[config.mk]
export PLATFORM = sky130hd
export DESIGN_NAME = myy_param_ctrl_flat
export DESIGN_NICKNAME = d
export VERILOG_FILES = /design/src/rtl/myy_param_ctrl_if.sv /design/src/rtl/myy_param_ctrl.sv /design/src/flat_wrapper.sv
export SDC_FILE = /design/constraint.sdc
export NUM_CORES = 1
export LEC_CHECK = 0
export ABC_AREA = 0
export CORE_MARGIN = 2
export CORE_UTILIZATION = 39
export DETAILED_ROUTE_END_ITERATION = 10
export PLACE_DENSITY = 0.88
export SKIP_CTS_REPAIR_TIMING = 1
export SKIP_LAST_GASP = 1
export SLEW_MARGIN = 15
export SYNTH_ARGS = -nofsm -noshare
export SYNTH_HDL_FRONTEND = slang
export SYNTH_SLANG_ARGS = --single-unit
[constraint.sdc]
create_clock -name clk -period 1.8 [get_ports clk]
set_input_delay 0.18 -clock clk [delete_from_list [all_inputs] [get_ports clk]]
set_output_delay 0.18 -clock clk [all_outputs]
set_load 0.05 [all_outputs]
[src/rtl/myy_param_ctrl_if.sv]
// Handshake/bus bundle between the instruction sequencer, the control unit and the datapath.
// Signals: sno, cop, x (towards control unit); sko, busy, err, y (from control unit).
interface myy_param_ctrl_if;
    logic        sno;
    logic [1:0]  cop;
    logic [3:0]  x;
    logic        sko;
    logic        busy;
    logic        err;
    logic [12:1] y;

    modport master (
        output sno, cop, x,
        input  sko, busy, err, y
    );

    modport slave (
        input  sno, cop, x,
        output sko, busy, err, y
    );
endinterface

[src/rtl/myy_param_ctrl.sv]
// Mealy microprogram control unit: add/sub/Booth multiply/compare over an N-bit datapath.
// Ports: clk, set (async active-high reset), bus (slave: sno, cop, x in; sko, busy, err, y out).
// Optional overflow capture on add/sub is enabled by defining MYY_OVF_EN.
module myy_param_ctrl #(
    parameter int N = 4
) (
    input logic            clk,
    input logic            set,
    myy_param_ctrl_if.slave bus
);
    localparam int CNT_W = $clog2(N);

    typedef enum logic [2:0] {
        IDLE  = 3'd0,
        EXEC  = 3'd1,
        SHIFT = 3'd2,
        NORM  = 3'd3,
        FLAGS = 3'd4
    } state_t;

    state_t           state;
    logic [1:0]       cop_r;
    logic [CNT_W-1:0] i;
    logic             last;
    logic [12:1]      y_c;
    logic             sko_c;

    assign last = (i == CNT_W'(N - 1));

    always_ff @(posedge clk or posedge set) begin
        if (set) begin
            state <= IDLE;
            i     <= '0;
            cop_r <= 2'b00;
        end else begin
            case (state)
                IDLE: begin
                    if (bus.sno) begin
                        cop_r <= bus.cop;
                        i     <= '0;
                        state <= EXEC;
                    end
                end
                EXEC: begin
                    case (cop_r)
                        2'b11:   state <= IDLE;
                        2'b10:   state <= SHIFT;
                        default: state <= NORM;
                    endcase
                end
                SHIFT: begin
                    if (last) begin
                        state <= FLAGS;
                    end else begin
                        i     <= i + 1'b1;
                        state <= EXEC;
                    end
                end
                NORM:    state <= bus.x[2] ? FLAGS : IDLE;
                FLAGS:   state <= IDLE;
                default: state <= IDLE;
            endcase
        end
    end

`ifdef MYY_OVF_EN
    logic err_r;

    // Sticky until the next accepted start; only add/sub can raise it.
    always_ff @(posedge clk or posedge set) begin
        if (set) begin
            err_r <= 1'b0;
        end else if (state == IDLE && bus.sno) begin
            err_r <= 1'b0;
        end else if (state == EXEC && !cop_r[1] && bus.x[3]) begin
            err_r <= 1'b1;
        end
    end

    assign bus.err = err_r;
`else
    logic unused_x3;
    assign unused_x3 = bus.x[3];
    assign bus.err   = 1'b0;
`endif

    // Control vector is Mealy: it follows x within the current cycle.
    always_comb begin
        y_c   = '0;
        sko_c = 1'b0;
        if (!set) begin
            case (state)
                IDLE: begin
                    if (bus.sno) y_c = 12'h007;
                end
                EXEC: begin
                    case (cop_r)
                        2'b00: y_c = 12'h1C0;
                        2'b01: y_c = 12'h1E0;
                        2'b11: begin
                            y_c   = 12'h2E0;
                            sko_c = 1'b1;
                        end
                        default: begin
                            // Booth pair {RB[0], q(-1)}
                            case (bus.x[1:0])
                                2'b10:   y_c = 12'h120;
                                2'b01:   y_c = 12'h100;
                                default: y_c = 12'h000;
                            endcase
                        end
                    endcase
`ifdef MYY_OVF_EN
                    if (!cop_r[1] && bus.x[3]) y_c[11] = 1'b1;
`endif
                end
                SHIFT: y_c = 12'h018;
                NORM: begin
                    if (bus.x[2]) begin
                        y_c = 12'h004;
                    end else begin
                        y_c   = 12'h200;
                        sko_c = 1'b1;
                    end
                end
                FLAGS: begin
                    y_c   = 12'h200;
                    sko_c = 1'b1;
                end
                default: y_c = '0;
            endcase
        end
    end

    assign bus.y    = y_c;
    assign bus.sko  = sko_c;
    assign bus.busy = !set && (state != IDLE);

endmodule
[src/flat_wrapper.sv]
// flat-port wrapper written by rule: the top's interface ports become plain ports
module myy_param_ctrl_flat 
#(
    parameter int N = 4
)
  (clk, set, bus_sno, bus_cop, bus_x, bus_sko, bus_busy, bus_err, bus_y);
  myy_param_ctrl_if bus_i ();
  input logic clk;
  input logic set;
  input wire logic [$bits(bus_i.sno)-1:0] bus_sno;
  input wire logic [$bits(bus_i.cop)-1:0] bus_cop;
  input wire logic [$bits(bus_i.x)-1:0] bus_x;
  output wire logic [$bits(bus_i.sko)-1:0] bus_sko;
  output wire logic [$bits(bus_i.busy)-1:0] bus_busy;
  output wire logic [$bits(bus_i.err)-1:0] bus_err;
  output wire logic [$bits(bus_i.y)-1:0] bus_y;
  assign bus_i.sno = bus_sno;
  assign bus_i.cop = bus_cop;
  assign bus_i.x = bus_x;
  assign bus_sko = bus_i.sko;
  assign bus_busy = bus_i.busy;
  assign bus_err = bus_i.err;
  assign bus_y = bus_i.y;
  myy_param_ctrl #(.N(N)) u_core (.clk(clk), .set(set), .bus(bus_i));
endmodule
==> results of run 1 <==
==> power breakdown <==
group | internal, W | switching (W)
Sequential | 0.000228 | 0.0000902
Clock | 0.0000854 | 0.0000702
Combinational | 0.000489 | 0.000581
==> kinds of logic (layout without fill, tap and decap cells) <==
kind of cell,count (synthesis),count (layout),share of synthesized area
fa+ha+maj,2,2,0.0467
mux,4,4,0.0794
other cells,1,3,0.00700
compound gates,15,15,0.199
simple gates,17,17,0.182
buf+inv,14,33,0.159
flops,7,7,0.327
==> sequential cells by signal (all words and copies together), names as in the netlist <==
| name | flops |
|---|---|
| u_core.cop_r | 2 |
| u_core.i | 2 |
| u_core.state | 3 |
==> synth_stat cells <==
cell / number
sky130_fd_sc_hd__dfrtp_1: 7
sky130_fd_sc_hd__buf_4: 6
sky130_fd_sc_hd__a21oi_1: 5
sky130_fd_sc_hd__inv_1: 4
sky130_fd_sc_hd__nor3_1: 4
sky130_fd_sc_hd__nand2b_1: 3
sky130_fd_sc_hd__nor2_1: 3
sky130_fd_sc_hd__clkbuf_1: 2
sky130_fd_sc_hd__ha_1: 2
sky130_fd_sc_hd__mux2_2: 2
sky130_fd_sc_hd__mux2i_1: 2
sky130_fd_sc_hd__nand3_1: 2
sky130_fd_sc_hd__nor4_1: 2
sky130_fd_sc_hd__o21a_1: 2
sky130_fd_sc_hd__o2bb2ai_1: 2
sky130_fd_sc_hd__a2111oi_0: 1
sky130_fd_sc_hd__a211o_2: 1
sky130_fd_sc_hd__a21o_2: 1
sky130_fd_sc_hd__a21oi_2: 1
sky130_fd_sc_hd__a22oi_1: 1
sky130_fd_sc_hd__buf_6: 1
sky130_fd_sc_hd__conb_1: 1
sky130_fd_sc_hd__inv_4: 1
sky130_fd_sc_hd__nand3b_1: 1
sky130_fd_sc_hd__o21ai_0: 1
sky130_fd_sc_hd__or3_1: 1
sky130_fd_sc_hd__or4_4: 1
==> worst max-delay path by stage <==
stage,start,end,slack (ns),depth (start not counted)
final,u_core.state[1]$_DFFE_PP0P_,bus_y[7],-0.01,3
after global routing,u_core.state[1]$_DFFE_PP0P_,bus_y[6],-0.05,3
after global placement,bus_x[2],bus_y[9],0.12,5
after floorplan,u_core.state[1]$_DFFE_PP0P_,bus_sko,-0.11,3
after CTS,u_core.state[1]$_DFFE_PP0P_,bus_y[9],-0.10,4
after detailed placement,bus_x[2],bus_y[9],0.09,5
==> area by class of cell <==
| type | instances | area share |
|---|---|---|
| Timing Repair Buffer | 24 | 0.368 |
| Multi-Input combinational cell | 41 | 0.368 |
| Sequential cell | 7 | 0.189 |
| Inverter | 5 | 0.0267 |
| Tap cell | 15 | 0.0200 |
| Clock buffer | 4 | 0.0280 |
==> metal layers <==
layer / wire (microns) / vias to the layer above / track usage
li1: - / 249 / -
met1: 519 / 257 / 0.204
met2: 793 / 13 / 0.320
met3: 85 / 3 / 0.0978
met4: 17 / 0 / 0.100
met5: 0 / - / 0
==> metrics by stage <==
step                      instances  power, W  setup WS, ns
final                            96   0.00154       -0.0138
after global routing             96   0.00163       -0.0510
after CTS                        94   0.00150        -0.104
after detailed placement         90   0.00134        0.0926
after global placement           90   0.00131         0.116
after floorplan                  62  0.000979        -0.106
==> critical path, cell delays in order (launching register included) <==
cell,delay (ns)
sky130_fd_sc_hd__dfrtp_2,0.44
sky130_fd_sc_hd__or4_4,0.56
sky130_fd_sc_hd__a21oi_4,0.20
sky130_fd_sc_hd__buf_12,0.16
==> summary by stage, run 1 <==
Outcome
The run finished, with violations left. The checks that failed: negative setup slack.

Final layout
The number of fill cells is between 90 and 100. The final standard cell utilization of the core is 0.730. In the final layout, the multi-input gates occupy 345 sq um. Registers take 178 sq um. In the final layout, the share of cells above drive strength 1 is 0.457. From synthesis to final layout, the design area changed by 75.2%. The net count of the finished layout is 93.

The number of antenna cells inserted is 0. The final design instance area without fill is about 940 sq um. The library cell used most frequently in the layout, excluding fill and tap cells, is sky130_fd_sc_hd__buf_12. In the layout the commonest cells are sky130_fd_sc_hd__buf_12 (12), sky130_fd_sc_hd__clkdlybuf4s50_1 (7), sky130_fd_sc_hd__dfrtp_1 (5).

Floorplanning
The die covers ~1700 sq um. From left edge to right edge, the die measures 41.1 microns. The area inside the core boundary is approximately 1300 sq um.

The height of the chip is 41.1 microns. For this design the top-level I/O count stands at 24. The number of rows in the core area is 13. The starting density of the core is 0.417.

Worst setup path
The required time reported for the critical path endpoint is between 1.5 and 2 ns. The worst setup path is of the reg -> out kind. The setup check on the worst reg-to-reg path leaves a slack of between 0.3 and 0.4 ns.

STA classifies the critical path endpoint as an output pin. In this run the critical register-to-register path is captured at u_core.cop_r[0]$_DFFE_PP0P_. For the worst setup path, the data arrival time is 1.63 ns. The origin of the critical flop-to-flop path is u_core.state[1]$_DFFE_PP0P_. In this run the worst path has a maximum fanout of 6.

For the worst flop-to-flop path, the logic depth is 3. The startpoint kind of the worst setup timing path is a flip-flop.

Routing
The number of iterations in the first detailed-routing pass is 2. The sum of routed wire length over all layers is 1410 microns. The routed length per placed instance is between 10 and 15 microns. The number of nets with antenna violations after detailed routing is 0.

The number of vias per cell is between 5 and 6. The number of vias in the routed layout is 522. For this block, the initial DRC count from the detailed router was 2.

The DRC violation count after routing is 0.

Clock tree
The clock tree from TritonCTS is built. The number of H-tree levels is 1. The clock net in this run drives a total of 7 sinks. The clock-pin slew reported for the worst setup and hold paths after clock tree synthesis is 0.06 ns.

In this run the deepest clock path goes through 2 buffers. The number of buffers added by the clock tree synthesis step is 3. The insertion delay to the later sink of the worst-skew pair is 0.27 ns. The buffer type at the clock tree root is sky130_fd_sc_hd__clkbuf_4.

Flow run
Max-cap violations in this run came to 0.

Global routing
The number of global-route vias before repair came to 472. The number of antenna violations at the first check in global routing is 0. For this run the aggregate overflow at the end of global routing stands at 0. Entering global routing, the biggest net connects 12 pins.

In the global route stage, overall resource usage came out at 0.196. The first global-routing pass estimated 1990 microns of wire.

STA
The clock period minus final worst setup slack is 1.81 ns. The number of hold-slack violations in the final timing report came to 0. Summed over all failing endpoints, the final setup total negative slack is -0.0272 ns. The count of final max-slew check failures was 0. The final hold slack is 0.384 ns. Once routing completed, OpenROAD measured the worst setup slack at -0.0138 ns. Derived from the worst setup path, the maximum achievable clock frequency is 551 MHz. Setup violations remaining at the end of the flow were counted as 2.

Setup repair after global routing could not meet its margin everywhere. Of the available clock period, the critical path in the final layout requires 1.01. For the final database, setup skew stands at between 0.002 and 0.0025 ns.

Synth
The average size of a mapped cell is 8.93 sq um. The share of the Yosys chip area taken by registers is 0.327. The Yosys step of the flow raised 0 warnings. The area share of the leading cell type in the synthesized netlist is 0.327. The synthesized design contains 7 register bits.

Ranked by total cell area, the synthesized netlist is headed by sky130_fd_sc_hd__dfrtp_1 (33%), sky130_fd_sc_hd__buf_4 (8.4%), sky130_fd_sc_hd__a21oi_1 (4.7%). The cell type with the largest total area after synthesis is sky130_fd_sc_hd__dfrtp_1. The post-synthesis instance total is 60. The mapped cell area is 536 sq um. The count of unique library cells instantiated by Yosys is 27.

Placed design
The final HPWL from detailed placement is 1050 microns. Buffers placed on the I/O ports in this run total 19. The routability-driven placement congestion ratio is 0.723. Summing all placed instances gives a cell area of 878 sq um.

Hold path
The worst hold path belongs to the class in -> async.

Power
The leakage dissipation is 0.377 nW. The highest ir drop seen on vdd is 1050 uV. For this design the ratio of total power to cell area is between 1500 and 2000 nW/um^2.
Power figures use the tool's default switching activity.
==> run 2: changes to the inputs <==
CAP_MARGIN = 20   (was not set)
==> results of run 2 <==
No change in the layout: final DEF, timing and power equal those of run 1.
==> run 3: changes to the inputs <==
CORE_AREA = 2 2 39 41   (was not set)
CORE_MARGIN = not set   (was 2)
CORE_UTILIZATION = not set   (was 39)
DIE_AREA = 0 0 41 43   (was not set)
DONT_BUFFER_PORTS = 1   (was not set)
PLACE_DENSITY = 0.67   (was 0.88)
==> run 3 against run 2 <==
  * The flow now finishes without violations
  * Utilization decreased by 18 points
  * Largest power group unchanged
  * Clock-buffer cell count did not move
  * Via count is 7.9% lower
  * Die area up 4.6%
  * Cell area is 19% lower
==> summary by stage, run 3 (same netlist as run 1, synthesis figures left out) <==
Floorplanning
The area of the die is 1760 sq um (+4.6%). The area inside the core boundary is 1380 sq um (+7.7%). The number of rows in the core area is 14 (+1).

The height of the chip is 43 microns (+4.7%). The starting density of the core was 0.387 (-0.0298). The width of the die is 41 microns (-0.13%).

The top-level I/O count is 24 (unchanged).

Worst setup path
The worst endpoint data arrival time came to 1.60 ns (-0.03 ns). The largest stage delay on the critical path is 0.45 ns (-0.11 ns). The required time reported for the critical path endpoint is 1.62 ns (about the same). The critical path is of the reg -> out type.

The slowest stage cell on the critical path is sky130_fd_sc_hd__dfrtp_2. Traced cell by cell, the critical path runs through buf_4 -> nand2b_2 -> o21a_1 -> nor3_2 -> buf_6. The maximum fanout along the worst path came to 8 (+2). The count of buffer and inverter cells on the critical path came to 2 (+1). The sort of element at the end of the critical path is an output pin. Grouping stages by cell kind, the critical path spends the most delay in flip-flops. STA classifies the critical path startpoint as a flip-flop.

Routing
The detailed router's first-iteration violation count is 5 (+3). The number of vias in the routed layout is 481 (-7.9%). The routed length per placed instance is 14.3 microns (-2.8%). The DRC violation count after routing came to 0 (unchanged).

The sum of routed wire length over all layers was 1270 microns (-9.9%). The number of vias per cell is 5.40 (-0.61%). The number of iterations in the first detailed-routing pass came to 4 (+2).

The number of nets with antenna violations after detailed routing came to 0 (unchanged).

Final layout
The number of flip-flops under the largest register name was 3 (unchanged). u_core.state holds more flip-flops than any other register. The area overhead of the layout relative to synthesis is 41.1%. The share of cells above drive strength 1 was 0.466 (+0.00896).

Leaving out fill and tap cells, the most frequent cells in the layout are sky130_fd_sc_hd__buf_4 (9), sky130_fd_sc_hd__dfrtp_1 (6), sky130_fd_sc_hd__inv_1 (4). The number of fill cells is 134 (+46%). The final-stage net count is 85 (-8.6%).

The largest registers in the layout are u_core.state x3, u_core.cop_r x2, u_core.i x2. The leading cell type in the layout, fill and taps excluded is sky130_fd_sc_hd__buf_4. The number of antenna cells inserted was 0 (unchanged).

Clock tree
TritonCTS built the clock tree. Clock tree synthesis selected as its root buffer the cell sky130_fd_sc_hd__clkbuf_4. The maximum count of clock buffers along a single path is 2 (unchanged). The number of H-tree levels is 1 (unchanged).

The clock-pin slew reported for the worst setup and hold paths after clock tree synthesis is 0.05 ns (about the same). The total number of clock tree sinks was 7 (unchanged). The insertion delay to the later sink of the worst-skew pair came to 0.25 ns (-0.02 ns). The number of buffers added by the clock tree synthesis step was 3 (unchanged).

Global routing
The number of global-route vias before repair is 409 (-13%). The global routing usage summed across all routing layers is 0.154 (-0.0416). The number of antenna violations at the first check in global routing is 0 (unchanged). The total congestion overflow after global routing is 0 (unchanged).

The wire length of the first global-routing pass is 1800 microns (-9.7%). The maximum number of pins on one net before global-route repair came to 12 (unchanged).

STA
The final-layout setup total negative slack was 0 ns (+0.0272 ns). The final worst-path cycle share came to 0.988 (-0.0195). The total of endpoints with negative setup slack in the final report was 0 (-2). The final setup skew is 0.00477 ns (+0.00266 ns). The final hold slack is 0.0795 ns (-0.305 ns). The fmax is 562 MHz (+2.0%). The clock period minus final worst setup slack was 1.78 ns (-0.0352 ns). The count of final max-slew check failures is 0 (unchanged). The number of hold-slack violations in the final timing report is 0 (unchanged).

Hold path
In this run the worst hold path is classified as in -> reg.

Placed design
The count of buffers inserted at the top-level ports was 0 (-19). The final HPWL from detailed placement is 806 microns (-23%). The routability-driven placement congestion ratio is 0.715 (-1.2%).

Power
The leakage dissipation came to 0.320 nW (-15%). The post-route total power was 0.00138 W (-10%). The power density normalized to cell area is 1830 nW/um^2 (+11%). The highest ir drop seen on vdd was 1030 uV (-1.7%).

Outcome
The flow ran to the end, and the final reports show no timing, DRC or antenna violations.

Flow run
The number of max-capacitance violations reported is 0 (unchanged).
## run 3: path summary, 6_finish.rpt
path                                             start                          end  depth (start not counted)  slack (ns)
setup / recovery           u_core.state[1]$_DFFE_PP0P_                     bus_y[2]                          5        0.02
hold / removal                              bus_cop[0]  u_core.cop_r[0]$_DFFE_PP0P_                          1        0.08
setup reg to reg           u_core.state[1]$_DFFE_PP0P_  u_core.cop_r[1]$_DFFE_PP0P_                          4        0.19
hold reg to reg                u_core.i[1]$_DFFE_PP0P_      u_core.i[1]$_DFFE_PP0P_                          1        0.55
max in group asynchronous                          set  u_core.state[1]$_DFFE_PP0P_                          2        1.24
min in group asynchronous                          set  u_core.state[2]$_DFFE_PP0P_                          2        0.33
## run 3: where the power goes
part           switching, W  internal (W)  total, W
registers         0.0000725      0.000226  0.000299
clock network     0.0000534     0.0000843  0.000138
logic              0.000566      0.000380  0.000946
## run 3: layout make-up
class / count / area, sq um / share of cell area
sequential: 7 / 176 / 0.233
inverter: 5 / 21.3 / 0.0281
multi-input combinational: 41 / 340 / 0.450
tap: 16 / 20.0 / 0.0265
clock buffer: 4 / 26.3 / 0.0348
timing repair buffer: 16 / 171 / 0.227
## run 3: layer usage
metal / vias to the layer above / GRT usage / share of wire
met5: - / 0 / 0
met4: 0 / 0.0400 / 0
met3: 0 / 0.0628 / 0.041
met2: 14 / 0.253 / 0.56
met1: 232 / 0.177 / 0.40
li1: 235 / - / -
## run 3: worst reg2reg max path, delay by kind of cell, from the launching register on
kind	cells	cell delay, ns
AND/OR/NAND/NOR	2	0.52
flip-flops	1	0.45
multiplexers	1	0.37
buffers and inverters	1	0.16
## run 3: through the flow
step | std cells | setup WS, ns | util | instance area [sq um]
finish | 89 | 0.0214 | 0.546 | 756
global route | 89 | -0.0172 | 0.546 | 756
CTS | 85 | -0.0437 | 0.506 | 701
detailed placement | 81 | 0.241 | 0.487 | 674
global placement | 81 | 0.249 | 0.487 | 674
floorplan | 62 | -0.106 | - | 594
